`config.mk`:
```
export PLATFORM = sky130hd
export DESIGN_NAME = program_memory
export DESIGN_NICKNAME = d
export VERILOG_FILES = /design/src/rtl/program_memory.sv
export SDC_FILE = /design/constraint.sdc
export NUM_CORES = 1
export LEC_CHECK = 0
export CAP_MARGIN = 10
export CORE_MARGIN = 4
export CORE_UTILIZATION = 35
export CTS_BUF_LIST = sky130_fd_sc_hd__clkbuf_8
export DETAILED_ROUTE_END_ITERATION = 8
export HOLD_SLACK_MARGIN = 0.08
export MAX_ROUTING_LAYER = met4
export PLACE_DENSITY = 0.59
export SETUP_SLACK_MARGIN = 0.2
export SLEW_MARGIN = 20
export SYNTH_ARGS = -nofsm -noshare
export SYNTH_HDL_FRONTEND = slang
export SYNTH_SLANG_ARGS = --single-unit
```
`constraint.sdc`:
```
create_clock -name clock -period 4 [get_ports clock]
set_clock_uncertainty 0.15 [all_clocks]
set_input_delay 0.4 -clock clock [delete_from_list [all_inputs] [get_ports clock]]
set_output_delay 0.4 -clock clock [all_outputs]
set_load 0.01 [all_outputs]
```
`src/rtl/program_memory.sv`:
```
// Instruction store for the picoMIPS core: byte-serial boot loader assembling
// instruction words, plus a single-cycle-latency registered fetch port.
module program_memory #(
  parameter int unsigned INSTR_WIDTH = 24,
  parameter int unsigned ADDR_WIDTH  = 5,
  parameter int unsigned LOAD_WIDTH  = 8
) (
  input  logic                   clock,
  input  logic                   reset,
  input  logic                   fetch_req,
  input  logic [ADDR_WIDTH-1:0]  fetch_addr,
  output logic                   fetch_ready,
  output logic                   instr_valid,
  output logic [INSTR_WIDTH-1:0] instr,
  input  logic                   load_start,
  input  logic                   load_valid,
  input  logic [LOAD_WIDTH-1:0]  load_data,
  output logic                   load_ready,
  output logic                   load_done
);

  localparam int unsigned BEATS = INSTR_WIDTH / LOAD_WIDTH;
  localparam int unsigned BW    = (BEATS > 1) ? $clog2(BEATS) : 1;
  localparam int unsigned DEPTH = 1 << ADDR_WIDTH;

  typedef enum logic [1:0] {EMPTY, LOAD, RUN} state_t;

  state_t                 state_q, state_d;
  logic [ADDR_WIDTH-1:0]  waddr_q, waddr_d;
  logic [BW-1:0]          beat_q, beat_d;
  logic [INSTR_WIDTH-1:0] word_q, word_d;
  logic [INSTR_WIDTH-1:0] instr_q, instr_d;
  logic                   instr_valid_q, instr_valid_d;
  logic                   load_done_q, load_done_d;
  logic                   beat_acc, wr_en, fetch_acc;

  logic [INSTR_WIDTH-1:0] mem [DEPTH];

  assign load_ready  = (state_q == LOAD);
  assign fetch_ready = (state_q == RUN) & ~load_start;
  assign beat_acc    = load_valid & load_ready;
  assign fetch_acc   = fetch_req & fetch_ready;

  assign instr       = instr_q;
  assign instr_valid = instr_valid_q;
  assign load_done   = load_done_q;

  // load_start wins over a same-cycle beat; the beat is simply dropped.
  always_comb begin
    state_d     = state_q;
    waddr_d     = waddr_q;
    beat_d      = beat_q;
    word_d      = word_q;
    load_done_d = 1'b0;
    wr_en       = 1'b0;
    if (load_start) begin
      state_d = LOAD;
      waddr_d = '0;
      beat_d  = '0;
    end else if (beat_acc) begin
      word_d = (word_q << LOAD_WIDTH) | INSTR_WIDTH'(load_data);
      if (beat_q == BW'(BEATS - 1)) begin
        wr_en   = 1'b1;
        beat_d  = '0;
        waddr_d = waddr_q + 1'b1;
        if (waddr_q == '1) begin
          state_d     = RUN;
          load_done_d = 1'b1;
        end
      end else begin
        beat_d = beat_q + 1'b1;
      end
    end
  end

  always_comb begin
    instr_valid_d = fetch_acc;
    instr_d       = fetch_acc ? mem[fetch_addr] : instr_q;
  end

  always_ff @(posedge clock or posedge reset) begin
    if (reset) begin
      state_q       <= EMPTY;
      waddr_q       <= '0;
      beat_q        <= '0;
      word_q        <= '0;
      instr_q       <= '0;
      instr_valid_q <= 1'b0;
      load_done_q   <= 1'b0;
    end else begin
      state_q       <= state_d;
      waddr_q       <= waddr_d;
      beat_q        <= beat_d;
      word_q        <= word_d;
      instr_q       <= instr_d;
      instr_valid_q <= instr_valid_d;
      load_done_q   <= load_done_d;
    end
  end

  // Storage is deliberately outside the reset domain so images survive reset.
  always_ff @(posedge clock) begin
    if (wr_en) mem[waddr_q] <= word_d;
  end

endmodule

```
==> results of run 1 <==
[cells in the final DEF, fill, tap and decap left out, types with 22 or more instances in the layout]
cell type,count
nand2_1,31
clkbuf_8,151
nor2_4,33
dfrtp_1,59
a221oi_1,47
clkdlybuf4s50_1,44
a21oi_1,50
buf_4,77
a22oi_1,96
buf_12,22
inv_1,50
a22o_1,48
o41ai_2,24
edfxtp_1,768
o22ai_1,24
mux2i_1,386
mux2_2,24
[registers in the layout, summed over array words and instances, names as in the netlist]
register / flops
beat_q: 2
instr: 24
instr_valid: 1
load_done: 1
mem: 768
state_q: 2
waddr_q: 5
word_q: 24
[power breakdown]
group          total (uW)  switching, uW  internal, uW  leakage, uW
Clock                6860           3260          3600      0.00148
Sequential          10100           27.1         10000      0.00768
Combinational        1350           1050           309      0.00405
Total               18300           4340         14000       0.0132
[logic make-up after synthesis]
family,after synthesis,synth area share (%)
XOR/XNOR,3,0.0814
AND/OR/NAND/NOR,99,1.38
buffers and inverters,113,2.26
adder cells (fa/ha/maj),5,0.194
flip-flops,827,76.0
AO/OA/AOI/OAI,291,7.32
multiplexers,410,12.8
[how the worst max path moves through the flow]
| stage | start | to | slack, ns |
|---|---|---|---|
| finish | state_q[1]$_DFFE_PP0P_ | mem[6][19]$_DFFE_PP_ | 1.02 |
| detailed placement | load_valid | mem[6][19]$_DFFE_PP_ | 0.63 |
| floorplan | state_q[1]$_DFFE_PP0P_ | mem[28][0]$_DFFE_PP_ | 0.92 |
| global route | state_q[1]$_DFFE_PP0P_ | mem[6][19]$_DFFE_PP_ | 0.88 |
| CTS | state_q[1]$_DFFE_PP0P_ | mem[6][19]$_DFFE_PP_ | 0.96 |
| global placement | load_valid | mem[22][3]$_DFFE_PP_ | 0.71 |
[routing by layer]
| layer | vias to the layer above | global-route usage, % |
|---|---|---|
| li1 | 7438 | - |
| met1 | 8780 | 23.3 |
| met2 | 641 | 26.3 |
| met3 | 134 | 3.48 |
| met4 | 0 | 5.06 |
| met5 | - | - |
[stage by stage]
| step | total power, uW | cells |
|---|---|---|
| CTS | 18500 | 3213 |
| floorplan | 11000 | 1748 |
| global placement | 11600 | 2970 |
| finish | 18300 | 3214 |
| detailed placement | 11600 | 2970 |
| global route | 19000 | 3213 |
[worst max-delay path: cells and delay by family (launching register included)]
family,cells,cell delay [ns]
buffers and inverters,2,0.44
and+or+nand+nor,4,1.65
DFF,1,0.40
[synth_stat cells (all sizes together)]
cell and n:
a21o 1, a21oi 50, a221oi 48, a22o 48, a22oi 96, and2 3
and3 1, buf 53, clkbuf 55, dfrtp 59, edfxtp 768, ha 5
inv 5, mux2 24, mux2i 386, nand2 32, nand2b 2, nand3 1
nand3b 4, nand4 1, nor2 44, nor2b 3, nor3 1, nor3b 2
nor4b 1, o22ai 24, o41ai 24, or2 1, or3 1, or3b 2
xnor2 1, xor2 2
[final cells by class]
cell class	count	area, sq um
timing repair buffer	145	1480
clock buffer	151	2080
antenna	1	2.50
multi-input combinational	808	7310
tap	1186	1480
sequential	827	24500
inverter	5	20.0
fill	8075	54300
clock inverter	91	459
[repair_timing]
item,4_1_cts,5_1_grt
buffers inserted,0,0
hold endpoints to repair,22,0
hold buffers,1,0
==> impl_metrics.py, run 1 <==
metrics = {
    "status": {
        "status": "completed",
    },
    "yosys": {
        "synth_top_area_cell": "edfxtp_1",
        "syn_nets": 1771,
        "ys_seq_elements": 827,
        "synth_cell_type_count": 39,
        "yosysWarnings": 0,
        "syn_avg_cell_area_sq_um": 18.5,
        "yosysTopAreaCellShare_pct": 71.4,
        "yosysSeqAreaShare_pct": 76.0,
        "syn_area_sq_um": 32300,
        "synthTopCellsByArea": "edfxtp_1 (71%), mux2i_1 (12%), dfrtp_1 (4.6%)",
        "synthCells": 1748,
    },
    "placement": {
        "dpl_cell_area_sq_um": 34800,
        "dp_slack_ns": 0.626,
        "detailed_place_hpwl_mm": 49.1,
        "numPortBuffers": 45,
        "gp_congestion": 0.802,
    },
    "floorplan": {
        "dieArea_sq_um": 97200,
        "num_rows": 111,
        "fp.coreArea_sq_um": 91700,
        "die_y_um": 312,
        "start_util_pct": 35.2,
        "io_pins": 46,
        "die_w_um": 312,
    },
    "clock_network": {
        "cts_tree": "done",
        "path_clk_slew_ns": 0.06,
        "htreeDepth": 4,
        "clock-sinks": 827,
        "clk_latency_ns": 0.76,
        "numCtsBuffers": 135,
        "clockBufferDepth": 3,
        "clock-root-buffer": "clkbuf_8",
        "cts_resized": 0,
    },
    "sta": {
        "period_needed_ns": 2.98,
        "fin_tns_setup_ns": 0,
        "worstMarginPinSlew_ns": 1.18,
        "hold_ws_ns": 0.319,
        "fin_crit_sh_pct": 74.6,
        "fmax_mhz": 335,
        "rsz0062_at_grt": "false",
        "slew_headroom_pct": 21.4,
        "final_hold_viol_count": 0,
        "final-setup-viol-count": 0,
        "final_max_slew_viol_count": 0,
        "setup_slack_ns": 1.02,
    },
    "global_routing": {
        "grt_max_degree": 71,
        "grt_pass1_vias": 17400,
        "grt_usage_pct": 17.2,
        "grt_first_pass_wirelength_mm": 119,
        "grt_antenna_before_repair": 1,
        "grt_overflow": 0,
    },
    "layout": {
        "final_area_sq_um": 37400,
        "area_growth_pct": 15.7,
        "drive_above_1_share_pct": 18.3,
        "fin_util_pct": 40.8,
        "fin_nets": 1945,
    },
    "route": {
        "post-route-drc-count": 0,
        "final_antenna_net_count": 0,
        "route.met3.wl_mm": 5.73,
        "vias": 17000,
        "drtPass1Iterations": 5,
        "top_layer_used": "met4",
        "routed_wl_mm": 82.0,
        "route.met2.wl_mm": 38.2,
        "first_iter_violations": 1669,
        "drt-wirelength-per-cell_um": 25.5,
        "via_per_inst": 5.29,
        "drt-met1-wl_mm": 36.2,
    },
    "power_and_ir_drop": {
        "leakage_uw": 0.0132,
        "peakVddDrop_mv": 0.278,
        "power_density_nw_per_um2": 489,
    },
    "setup_path": {
        "cp-start-kind": "flip-flop",
        "crit_chain": "nand3b_1, nor4b_1, buf_4, nand2_1, nor2_4, buf_12",
        "timing.rr.start": "state_q[1]$_DFFE_PP0P_",
        "timing.rr.end": "mem[6][19]$_DFFE_PP_",
        "r2r_setup_slack_ns": 1.02,
        "endpoint_kind": "flip-flop",
        "cp.arrival_ns": 3.29,
        "required_ns": 4.30,
        "max_stage_delay_ns": 0.55,
        "cp_max_fo": 14,
        "worst-setup-path-type": "reg2reg",
        "slowest_stage": "nor2_4",
        "rr_worst_depth": 6,
    },
    "worst_hold_path": {
        "worstHoldEndpoint": "waddr_q[0]$_DFFE_PP0P_",
        "whs_path_depth": 2,
        "min_from": "load_start",
        "worstHoldPathType": "in2reg",
    },
    "run": {
        "drv_cap": 0,
    },
}
(Power assumes the default switching activity.)
==> inputs of run 2 (changes only) <==
clock period = 2.82 ns   (was 4 ns; I/O delays follow)
==> impl_metrics.py, run 2 (synthesized netlist as in run 1, its figures left out) <==
metrics = {
    "status": {
        "status": "completed",
    },
    "route": {
        "drt-wirelength-per-cell_um": 27.0,
        "drtPass1Iterations": 5,
        "final_antenna_net_count": 0,
        "via_per_inst": 5.34,
        "vias": 17200,
        "post-route-drc-count": 0,
        "routed_wl_mm": 86.9,
        "first_iter_violations": 1638,
    },
    "floorplan": {
        "dieArea_sq_um": 97200,
        "io_pins": 46,
        "start_util_pct": 35.2,
        "die_y_um": 312,
        "num_rows": 111,
        "die_w_um": 312,
        "fp.coreArea_sq_um": 91700,
    },
    "layout": {
        "layout_common_cells": "edfxtp_1 (768), mux2i_1 (386), clkbuf_8 (137)",
        "final_area_sq_um": 37800,
        "antennaDiodeCount": 0,
        "largest_reg_flops": 768,
        "fillers": 8049,
        "drive_above_1_share_pct": 17.8,
        "fin_nets": 1957,
        "fin_util_pct": 41.2,
        "area_growth_pct": 17.0,
        "final_common_cell": "edfxtp_1",
        "top_register": "mem",
        "stdcell_count": 3225,
    },
    "setup_path": {
        "cp.arrival_ns": 2.04,
        "worst-setup-path-type": "reg2out",
        "rr_worst_depth": 5,
        "endpoint_kind": "output pin",
        "cp-start-kind": "flip-flop",
        "cp_max_fo": 3,
        "required_ns": 2.39,
    },
    "sta": {
        "period_needed_ns": 2.47,
        "rsz0062_at_grt": "false",
        "worstMarginPinSlew_ns": 0.848,
        "slew_headroom_pct": 43.5,
        "final-setup-viol-count": 0,
        "fin_crit_sh_pct": 87.7,
        "final_hold_viol_count": 0,
        "final_max_slew_viol_count": 0,
        "hold_ws_ns": 0.202,
        "fmax_mhz": 404,
    },
    "clock_network": {
        "numCtsBuffers": 133,
        "clockBufferDepth": 3,
        "clk_latency_ns": 0.77,
        "path_clk_slew_ns": 0.07,
        "clock-root-buffer": "clkbuf_8",
        "cts_tree": "done",
        "clock-sinks": 827,
        "htreeDepth": 4,
        "cts_setup_buffers": 0,
    },
    "placement": {
        "detailed_place_hpwl_mm": 47.7,
        "numPortBuffers": 45,
        "dpl_cell_area_sq_um": 35300,
        "gp_congestion": 0.773,
        "dp_cells": 2981,
    },
    "power_and_ir_drop": {
        "power.switching_uw": 6120,
        "leakage_uw": 0.0133,
        "pwr-share-comb_pct": 7.2,
        "power_density_nw_per_um2": 679,
        "peakVddDrop_mv": 0.433,
        "internal-power_uw": 19500,
        "power_frac_seq_pct": 55.7,
        "p_sw_share_pct": 23.8,
        "clkPwrFrac_pct": 37.1,
    },
    "global_routing": {
        "grt_usage_pct": 18.2,
        "grt_pass1_vias": 17900,
        "grt_antenna_before_repair": 1,
        "grt_first_pass_wirelength_mm": 125,
        "grt_max_degree": 62,
        "grt_overflow": 0,
    },
    "worst_hold_path": {
        "whs_path_depth": 3,
        "worstHoldPathType": "in2reg",
    },
    "run": {
        "drv_cap": 0,
    },
}
## run 2: area by class of cell
class / count / area, sq um / area share [%]
clock inverter: 103 / 558 / 1.48
sequential: 827 / 24500 / 64.9
inverter: 5 / 20.0 / 0.0530
clock buffer: 137 / 1890 / 4.99
timing repair buffer: 159 / 2010 / 5.32
multi-input combinational: 808 / 7310 / 19.3
tap: 1186 / 1480 / 3.93
## run 2: stage by stage
stage	setup TNS [ns]	setup slack [ns]	power [uW]
after floorplan	0	0.00131	15600
after global placement	-0.0929	-0.0929	16300
after detailed placement	-0.116	-0.116	16400
after CTS	0	0.229	25900
after global routing	0	0.216	26600
final	0	0.347	25700
## run 2: timing repair
action	CTS	global route
hold buffers	4	0
setup endpoints to repair	1	1
hold endpoints to repair	33	0
resized for setup	1	1
## run 2: worst paths after layout
| kind | startpoint | to | slack, ns |
|---|---|---|---|
| max reg2reg | state_q[1]$_DFFE_PP0P_ | mem[12][6]$_DFFE_PP_ | 0.51 |
| min | load_start | waddr_q[2]$_DFFE_PP0P_ | 0.20 |
| max | state_q[0]$_DFFE_PP0P_ | fetch_ready | 0.35 |
| min reg2reg | instr[23]$_DFFE_PP0P_ | instr[23]$_DFFE_PP0P_ | 0.34 |
| min in group asynchronous | reset | word_q[14]$_DFF_PP0_ | 0.36 |
| max in group asynchronous | reset | word_q[15]$_DFF_PP0_ | 1.31 |
## run 2: power by group through the flow
stage,clock network (uW),registers (uW),logic [uW]
3_3_place_gp,0,14500,1750
4_1_cts,9730,14300,1850
3_5_place_dp,0,14500,1830
6_report,9530,14300,1840
5_1_grt,10300,14300,1980
2_1_floorplan,0,14500,1140
## run 2: routing by layer
metal	share of wire [%]	global-route usage, %	vias to the layer above	wire [um]
met1	44	24.2	9014	37900
met2	47	28.1	598	40700
met3	6.7	3.74	142	5790
met4	2.9	6.45	0	2490
li1	-	-	7465	-
met5	0	-	-	0
## run 2: worst max-delay path, stage by stage (launching register included)
cell and delay [ns]:
dfrtp_1 0.39, nor2_1 0.13, and2_4 0.21, clkdlybuf4s50_1 0.55
==> inputs of run 3 (changes only) <==
CORE_MARGIN = 1.5   (was 4)
CORE_UTILIZATION = 45   (was 35)
PLACE_DENSITY = 0.69   (was 0.59)
==> impl_metrics.py, run 3 (synthesized netlist as in run 1, its figures left out) <==
metrics = {
    "status": {
        "status": "completed",
    },
    "sta": {
        "slew_headroom_pct": 48.1,
        "fmax_mhz": 404,
        "final_hold_viol_count": 0,
        "final-setup-viol-count": 0,
        "setup_slack_ns": 0.347,
        "rsz0062_at_grt": "false",
        "fin_crit_sh_pct": 87.7,
        "period_needed_ns": 2.47,
        "worstMarginPinSlew_ns": 0.778,
        "fin_tns_setup_ns": 0,
        "final_max_slew_viol_count": 0,
    },
    "layout": {
        "final_area_sq_um": 37300,
        "final_common_cell": "edfxtp_1",
        "fin_nets": 1948,
        "antennaDiodeCount": 0,
        "fin_util_pct": 52.3,
        "layout_common_cells": "edfxtp_1 (768), mux2i_1 (386), clkbuf_8 (137)",
        "largest_reg_flops": 768,
        "drive_above_1_share_pct": 18.1,
        "fillers": 5541,
        "top_register": "mem",
        "area_growth_pct": 15.3,
    },
    "floorplan": {
        "io_pins": 46,
        "start_util_pct": 45.3,
        "num_rows": 98,
        "die_w_um": 271,
        "die_y_um": 271,
        "dieArea_sq_um": 73400,
        "fp.coreArea_sq_um": 71200,
    },
    "setup_path": {
        "slowest_stage": "clkdlybuf4s50_1",
        "cp_max_fo": 3,
        "crit_chain": "nor2_1, and2_4, clkdlybuf4s50_1",
        "cp-start-kind": "flip-flop",
        "required_ns": 2.39,
        "worst-setup-path-type": "reg2out",
        "max_stage_delay_ns": 0.57,
        "r2r_setup_slack_ns": 0.46,
        "endpoint_kind": "output pin",
        "critPathBufInv": 1,
        "crit_path_start": "state_q[0]$_DFFE_PP0P_",
        "cp.arrival_ns": 2.04,
        "crit_family": "buffers and inverters",
        "timing.rr.start": "state_q[1]$_DFFE_PP0P_",
    },
    "placement": {
        "detailed_place_hpwl_mm": 44.6,
        "gp_congestion": 0.821,
        "numPortBuffers": 45,
        "dpl_cell_area_sq_um": 35000,
        "dp_slack_ns": -0.0458,
    },
    "route": {
        "first_iter_violations": 2112,
        "drt-wirelength-per-cell_um": 26.1,
        "post-route-drc-count": 0,
        "via_per_inst": 5.77,
        "final_antenna_net_count": 0,
        "vias": 17200,
        "drtPass1Iterations": 7,
        "routed_wl_mm": 77.8,
    },
    "power_and_ir_drop": {
        "peakVddDrop_mv": 0.356,
        "power_density_nw_per_um2": 673,
        "leakage_uw": 0.0133,
    },
    "global_routing": {
        "grt_antenna_before_repair": 0,
        "grt_pass1_vias": 17300,
        "grt_max_degree": 49,
        "grt_usage_pct": 21.8,
        "grt_first_pass_wirelength_mm": 113,
        "grt_overflow": 0,
    },
    "clock_network": {
        "clock-root-buffer": "clkbuf_8",
        "htreeDepth": 3,
        "numCtsBuffers": 120,
        "cts_setup_buffers": 0,
        "cts_tree": "done",
        "path_clk_slew_ns": 0.06,
        "clk_latency_ns": 0.73,
        "clockBufferDepth": 3,
        "clock-sinks": 827,
    },
    "worst_hold_path": {
        "min_from": "load_start",
        "worstHoldPathType": "in2reg",
    },
    "run": {
        "drv_cap": 0,
    },
}
[run 3: cell count changes in the layout (fill, tap and decap cells not counted), moves of 3 or more]
| cell | delta |
|---|---|
| clkinv_1 | -7 |
| nor2_2 | +18 |
| clkinv_2 | +7 |
| inv_8 | -3 |
| buf_4 | +8 |
| nor2_4 | -18 |
| clkinvlp_4 | -3 |
| inv_1 | -8 |
[run 3: path summary, 6_finish.rpt]
check,endpoint,cells after the start
hold / removal,waddr_q[2]$_DFFE_PP0P_,3
min in group asynchronous,waddr_q[1]$_DFFE_PP0P_,3
hold reg to reg,instr[4]$_DFFE_PP0P_,2
max in group asynchronous,instr[3]$_DFFE_PP0P_,4
setup / recovery,fetch_ready,3
setup reg to reg,mem[6][4]$_DFFE_PP_,7
[run 3: cell type report]
cell class | count | area, sq um | share of cell area (%)
timing repair buffer | 163 | 2010 | 5.39
inverter | 5 | 20.0 | 0.0537
clock buffer | 137 | 1890 | 5.06
tap | 950 | 1190 | 3.19
sequential | 827 | 24500 | 65.9
clock inverter | 86 | 397 | 1.06
multi-input combinational | 808 | 7220 | 19.4
[run 3: where the power goes]
| group | internal [uW] | leakage (uW) | switching [uW] |
|---|---|---|---|
| combinational | 480 | 0.00424 | 1380 |
| sequential | 14200 | 0.00768 | 45.2 |
| clock | 4520 | 0.00135 | 4410 |
[run 3: worst reg2reg max path, stage by stage, from the launching register on]
cell and delay, ns:
dfrtp_1 0.40, nand3b_1 0.20, nor4b_1 0.31, buf_4 0.19, nand2_1 0.06, buf_4 0.19
nor2_2 0.17, buf_4 0.33
[run 3: through the flow]
stage,hold WS (ns),instances,power (uW)
detailed placement,0.324,2751,16400
global placement,0.322,2751,16300
global route,0.195,2976,25900
floorplan,0.283,1748,15600
finish,0.197,2976,25100
CTS,0.151,2976,25200
[run 3: timing repair]
action	CTS	global route
hold endpoints to repair	29	0
cloned	0	0
pin swaps	0	0
gates resized for setup	1	1
endpoints found under the setup margin	1	1
hold buffers	2	0
[run 3: routing by layer]
layer | routed length (um) | vias up | global-route usage (%)
li1 | - | 7430 | -
met1 | 32700 | 8874 | 29.4
met2 | 37100 | 732 | 33.5
met3 | 5740 | 134 | 4.06
met4 | 2210 | 0 | 7.07
met5 | 0 | - | -
